**src/rtl/ariane_pkg.sv**
```systemverilog
// Shared types for the commit-port fence sequencer: fence kinds and FSM states.
package ariane_pkg;

  typedef enum logic [1:0] {
    FK_FENCE   = 2'd0,
    FK_FENCE_I = 2'd1,
    FK_SFENCE  = 2'd2,
    FK_DFLUSH  = 2'd3
  } fence_kind_t;

  typedef enum logic [2:0] {
    IDLE,
    DRAIN,
    FLUSH_D,
    FLUSH_I,
    FLUSH_TLB,
    DONE
  } fence_seq_state_e;

endpackage

```
**src/rtl/sat_counter.sv**
```systemverilog
// Up-counter with synchronous clear that holds once it reaches MAX.
module sat_counter #(
  parameter int MAX = 1024,
  parameter int W   = $clog2(MAX + 1)
) (
  input  logic         clk,
  input  logic         rst,
  input  logic         clr,
  input  logic         inc,
  output logic [W-1:0] count
);

  localparam logic [W-1:0] MAX_V = W'(MAX);

  // NOTE: sequential state uses non-blocking assignments so every register samples pre-edge values.
  always_ff @(posedge clk) begin
    if (rst || clr) begin
      count <= '0;
    end else if (inc && (count != MAX_V)) begin
      count <= count + W'(1);
    end
  end

endmodule

```
**src/rtl/commit_fence_sequencer.sv**
```systemverilog
// Retires fence-class instructions at commit port 0: store drain, cache/TLB flush
// handshakes, then a one-cycle commit acknowledge. All outputs decode registered state.
module commit_fence_sequencer
  import ariane_pkg::*;
#(
  parameter int DRAIN_TIMEOUT = 1024,
  parameter int CNT_W         = 32
) (
  input  logic             clk_i,
  input  logic             rst_i,
  input  logic             req_valid_i,
  input  logic [1:0]       req_kind_i,
  input  logic             halt_i,
  input  logic             kill_i,
  input  logic             no_st_pending_i,
  output logic             dcache_flush_o,
  input  logic             dcache_flush_ack_i,
  output logic             icache_flush_o,
  output logic             tlb_flush_o,
  output logic             commit_ack_o,
  output logic             busy_o,
  output logic             drain_timeout_o,
  output logic [CNT_W-1:0] fence_cnt_o
);

  localparam int              DCNT_W = $clog2(DRAIN_TIMEOUT + 1);
  localparam logic [DCNT_W-1:0] DT_V = DCNT_W'(DRAIN_TIMEOUT);

  fence_seq_state_e  state_q, state_d;
  fence_kind_t       kind_q;
  logic [DCNT_W-1:0] drain_cnt;
  logic [CNT_W-1:0]  fence_cnt_q;
  logic              accept;
  logic              drain_inc;

  assign accept    = (state_q == IDLE) && req_valid_i && !halt_i && !kill_i;
  assign drain_inc = (state_q == DRAIN) && !kill_i && !no_st_pending_i;

  always_ff @(posedge clk_i) begin
    if (rst_i) begin
      state_q <= IDLE;
      kind_q  <= FK_FENCE;
    end else begin
      state_q <= state_d;
      if (accept) kind_q <= fence_kind_t'(req_kind_i);
    end
  end

  always_ff @(posedge clk_i) begin
    if (rst_i) begin
      fence_cnt_q <= '0;
    end else if (state_q == DONE) begin
      fence_cnt_q <= fence_cnt_q + CNT_W'(1);
    end
  end

  sat_counter #(
    .MAX (DRAIN_TIMEOUT),
    .W   (DCNT_W)
  ) u_drain_cnt (
    .clk   (clk_i),
    .rst   (rst_i),
    .clr   (accept),
    .inc   (drain_inc),
    .count (drain_cnt)
  );

  // NOTE: every signal driven here gets a default first, so no path can infer a latch.
  always_comb begin
    state_d         = state_q;
    dcache_flush_o  = 1'b0;
    icache_flush_o  = 1'b0;
    tlb_flush_o     = 1'b0;
    commit_ack_o    = 1'b0;
    drain_timeout_o = 1'b0;
    busy_o          = (state_q != IDLE);
    unique case (state_q)
      IDLE: begin
        if (accept) state_d = DRAIN;
      end
      DRAIN: begin
        drain_timeout_o = (drain_cnt == DT_V);
        // Kill beats a simultaneous drain completion.
        if (kill_i) begin
          state_d = IDLE;
        end else if (no_st_pending_i) begin
          state_d = (kind_q == FK_SFENCE) ? FLUSH_TLB : FLUSH_D;
        end
      end
      FLUSH_D: begin
        dcache_flush_o = 1'b1;
        // The D$ handshake is never abandoned, so kill is not looked at here.
        if (dcache_flush_ack_i) state_d = (kind_q == FK_FENCE_I) ? FLUSH_I : DONE;
      end
      FLUSH_I: begin
        icache_flush_o = 1'b1;
        state_d        = DONE;
      end
      FLUSH_TLB: begin
        tlb_flush_o = 1'b1;
        state_d     = DONE;
      end
      DONE: begin
        commit_ack_o = 1'b1;
        state_d      = IDLE;
      end
      default: state_d = IDLE;
    endcase
  end

  assign fence_cnt_o = fence_cnt_q;

endmodule

```
**config.mk**
```make
export PLATFORM = sky130hd
export DESIGN_NAME = commit_fence_sequencer
export DESIGN_NICKNAME = d
export VERILOG_FILES = /design/src/rtl/ariane_pkg.sv /design/src/rtl/sat_counter.sv /design/src/rtl/commit_fence_sequencer.sv
export SDC_FILE = /design/constraint.sdc
export NUM_CORES = 1
export LEC_CHECK = 0
export BUFFER_PORTS_ARGS = -buffer_cell sky130_fd_sc_hd__buf_2
export CAP_MARGIN = 20
export CELL_PAD_IN_SITES_DETAIL_PLACEMENT = 1
export CELL_PAD_IN_SITES_GLOBAL_PLACEMENT = 1
export CORE_MARGIN = 1.5
export CORE_UTILIZATION = 35
export DETAILED_ROUTE_END_ITERATION = 10
export PLACE_DENSITY_LB_ADDON = 0.1
export SYNTH_ARGS = -nofsm -noshare
export SYNTH_HDL_FRONTEND = slang
export SYNTH_SLANG_ARGS = --single-unit
```
**constraint.sdc**
```tcl
create_clock -name clk_i -period 3.2 [get_ports clk_i]
set_clock_uncertainty 0.05 [all_clocks]
set_input_delay 0.32 -clock clk_i [delete_from_list [all_inputs] [get_ports clk_i]]
set_output_delay 0.32 -clock clk_i [all_outputs]
set_load 0.05 [all_outputs]
```
==> metrics.txt <==
status=finished clean; clock sink count=48; fin nets=roughly 340; endpoints failing setup=0; crit share post-route=roughly 72%; CTS Buffer Depth=2; Post-synth EDFFs=0; Cell Area, Synth=around 2500 um^2; Setup crit start kind=flip-flop; first-pass GRT wire length=10600 um; CTS tree=yes; Site Rows=30; Setup Fix Bufs, Post-CTS=0; diode count=0; GP Congestion=slightly below 0.8; share of the synthesized area in the top cell type=between 30% and 40%; Least-Margin Pin Slew=between 0.7 and 0.8 ns; routed length per instance=14.4 um; f_max=~430 MHz; top post-synthesis cells by area=dfxtp_1 39%, a21oi_1 6.7%, or4_1 4.6%; IO Count=between 40 and 50; hold path depth=3; Post-DP HPWL=about 4300 um; FF+latch area=between 900 and 1000 um^2; worst hold slack=between 0.2 and 0.25 ns; dpl cell area=around 2700 um^2; vias post-DR=2329; VDD IR-drop max=0.149 mV; post-cts hold buffer count=0; R2R Path End=fence_cnt_o[26]; sum of negative setup slack=0 ns; leakage=between 1 and 1.5 nW; setup ws final=between 0.8 and 0.9 ns; vias in the first global route=between 2000 and 2500; post-route antenna net violation count=0; Worst Path Arrival=1.94 ns; Gate Count Post-Synth=~290; Yosys top cell by area=dfxtp_1; # resized after CTS=0; port bufs=46; final hold viol count=0; RSZ-0062 raised after global routing=no; Num CTS Buffers=5; CP Capture Type=output port; fin. max-slew vios=0; CTS clock-pin slew for the worst setup and hold paths=roughly 0.09 ns; share of the yosys chip area belonging to registers=slightly below 40%; First DRT Iteration DRCs=67; H-tree depth=2; FFs w/ async S/R, synth=0%; Yosys warnings=0; die span in y=86.8 um; Design Area, Final=roughly 2800 um^2; core area=about 6800 um^2; Final min period=about 2.3 ns; initial antenna violation count=0; slew margin rel.=around 49%; P per Cell Area=a little under 400 nW/um^2; worst hold path class=primary input to flip-flop; hold worst-path end=kind_q[0]; Seq cells post-synth=48; R2R Setup Slk=between 0.8 and 0.9 ns; Crit path required time=2.83 ns; largest net degree at the start of global routing=40; syn_nets=301; Fillers=850; GRT Util Overall=between 15 and 20%; Clk Latency, worst-skew pair=0.30 ns; Initial Util=between 30% and 40%; drt pass-1 iters=4; Area Growth Syn to Fin=14.6%; Main synth FF type=dfxtp_1; worst r2r src=fence_cnt_o[1]; Root Driver=clkbuf_8; Worst Reg-to-Reg Cells=5; WS Path Type=flip-flop to output port; die span in x=between 80 and 90 um; Max FO, Critical Path=7; share of cells above drive strength 1=approximately a fifth; routed wire length=around 6000 um; Maximum Capacitance Violations=0; hold_sp=req_kind_i[0]; DIE AREA=7530 um^2; DRC viols=0; vias per std cell=between 5 and 6; multi-input logic area=~1300 um^2; average cell area after synthesis=around 8.5 um^2; worst slack at placement=0.931 ns; unique cell type count in the Yosys netlist=47; remaining global-route overflow=0
## stage by stage
| stage | utilization, % | std cells | total power, mW |
|---|---|---|---|
| floorplan | - | 289 | 0.643 |
| global placement | 39.9 | 416 | 0.656 |
| detailed placement | 39.9 | 416 | 0.656 |
| CTS | 41.5 | 424 | 1.11 |
| global route | 41.5 | 424 | 1.14 |
| finish | 41.5 | 424 | 1.09 |
## report_power, final
part / switching (mW) / total [mW] / internal [mW]
sequential: 0.00405 / 0.603 / 0.599
clock: 0.212 / 0.444 / 0.232
combinational: 0.0268 / 0.0387 / 0.0120
## layout by cell type, fill, tap and decap left out, types with 3 or more instances in the layout
master and instances:
ha_1 3, nand4_1 13, nand2_1 17, and4_1 5
o31ai_1 13, clkbuf_8 5, or4_1 15, nor3_1 7
or3_1 7, dfxtp_1 48, nor2_1 16, nor4_1 5
o21ai_0 15, inv_1 15, or3_2 4, xnor2_1 10
a21oi_1 33, buf_2 46, nand3_1 15
## cell families after synthesis
kind of cell    synth area share (%)
xor+xnor                        4.28
flops                           39.1
simple gates                    31.6
buf+inv                         6.62
compound gates                  16.9
fa+ha+maj                       1.53
## flip-flops by register name (all words and copies together) (netlist names)
signal,cells
state_q,3
fence_cnt_o,32
u_drain_cnt.count,11
kind_q,2
## layer usage
metal / global-route usage (%) / part of all wire (%) / vias to the layer above
met4: 5.72 / 1.1 / 0
met1: 23.2 / 51 / 1130
met2: 28.3 / 45 / 42
met3: 3.14 / 2.9 / 6
li1: - / - / 1151
met5: 0 / 0 / -
## area by class of cell
| class | instances | area share (%) |
|---|---|---|
| clock buffers | 6 | 2.58 |
| clock inverters | 2 | 1.24 |
| inverters | 15 | 2.00 |
| multi-input cells | 210 | 47.4 |
| flip-flops and latches | 48 | 34.1 |
| well taps | 96 | 4.26 |
| repair buffers | 47 | 8.44 |
## cell usage after synthesis (2+ instances only)
master	n
nor3_1	7
buf_4	2
nand2_1	17
clkbuf_1	8
or3_1	7
or3_2	4
a31o_2	2
ha_1	3
nand4_1	13
nand2b_1	2
or4_1	15
o21ai_0	15
inv_1	15
a21oi_1	33
buf_6	3
xnor2_1	10
a211o_1	2
and2_1	2
nor4_1	5
nor2_1	16
and4_1	5
xor2_1	2
or4_4	2
nand3_1	15
dfxtp_1	48
o31ai_1	13
and4_2	2
a2111oi_0	2
## worst max path at each step
stage                    startpoint               to  cells past startpoint
3_3_place_gp             state_q[0]  fence_cnt_o[23]                      4
2_1_floorplan  u_drain_cnt.count[6]  drain_timeout_o                      4
5_1_grt        u_drain_cnt.count[6]  drain_timeout_o                      4
4_1_cts        u_drain_cnt.count[6]  drain_timeout_o                      4
6_report       u_drain_cnt.count[6]  drain_timeout_o                      4
3_5_place_dp         fence_cnt_o[0]  fence_cnt_o[26]                      5
## critical path: stages, from the launching register on
cell and delay, ns:
dfxtp_1 0.39, nor4_1 0.41, nand4_1 0.22, nor4b_1 0.30, buf_2 0.32
No activity file was read; power rests on OpenSTA's default activity.
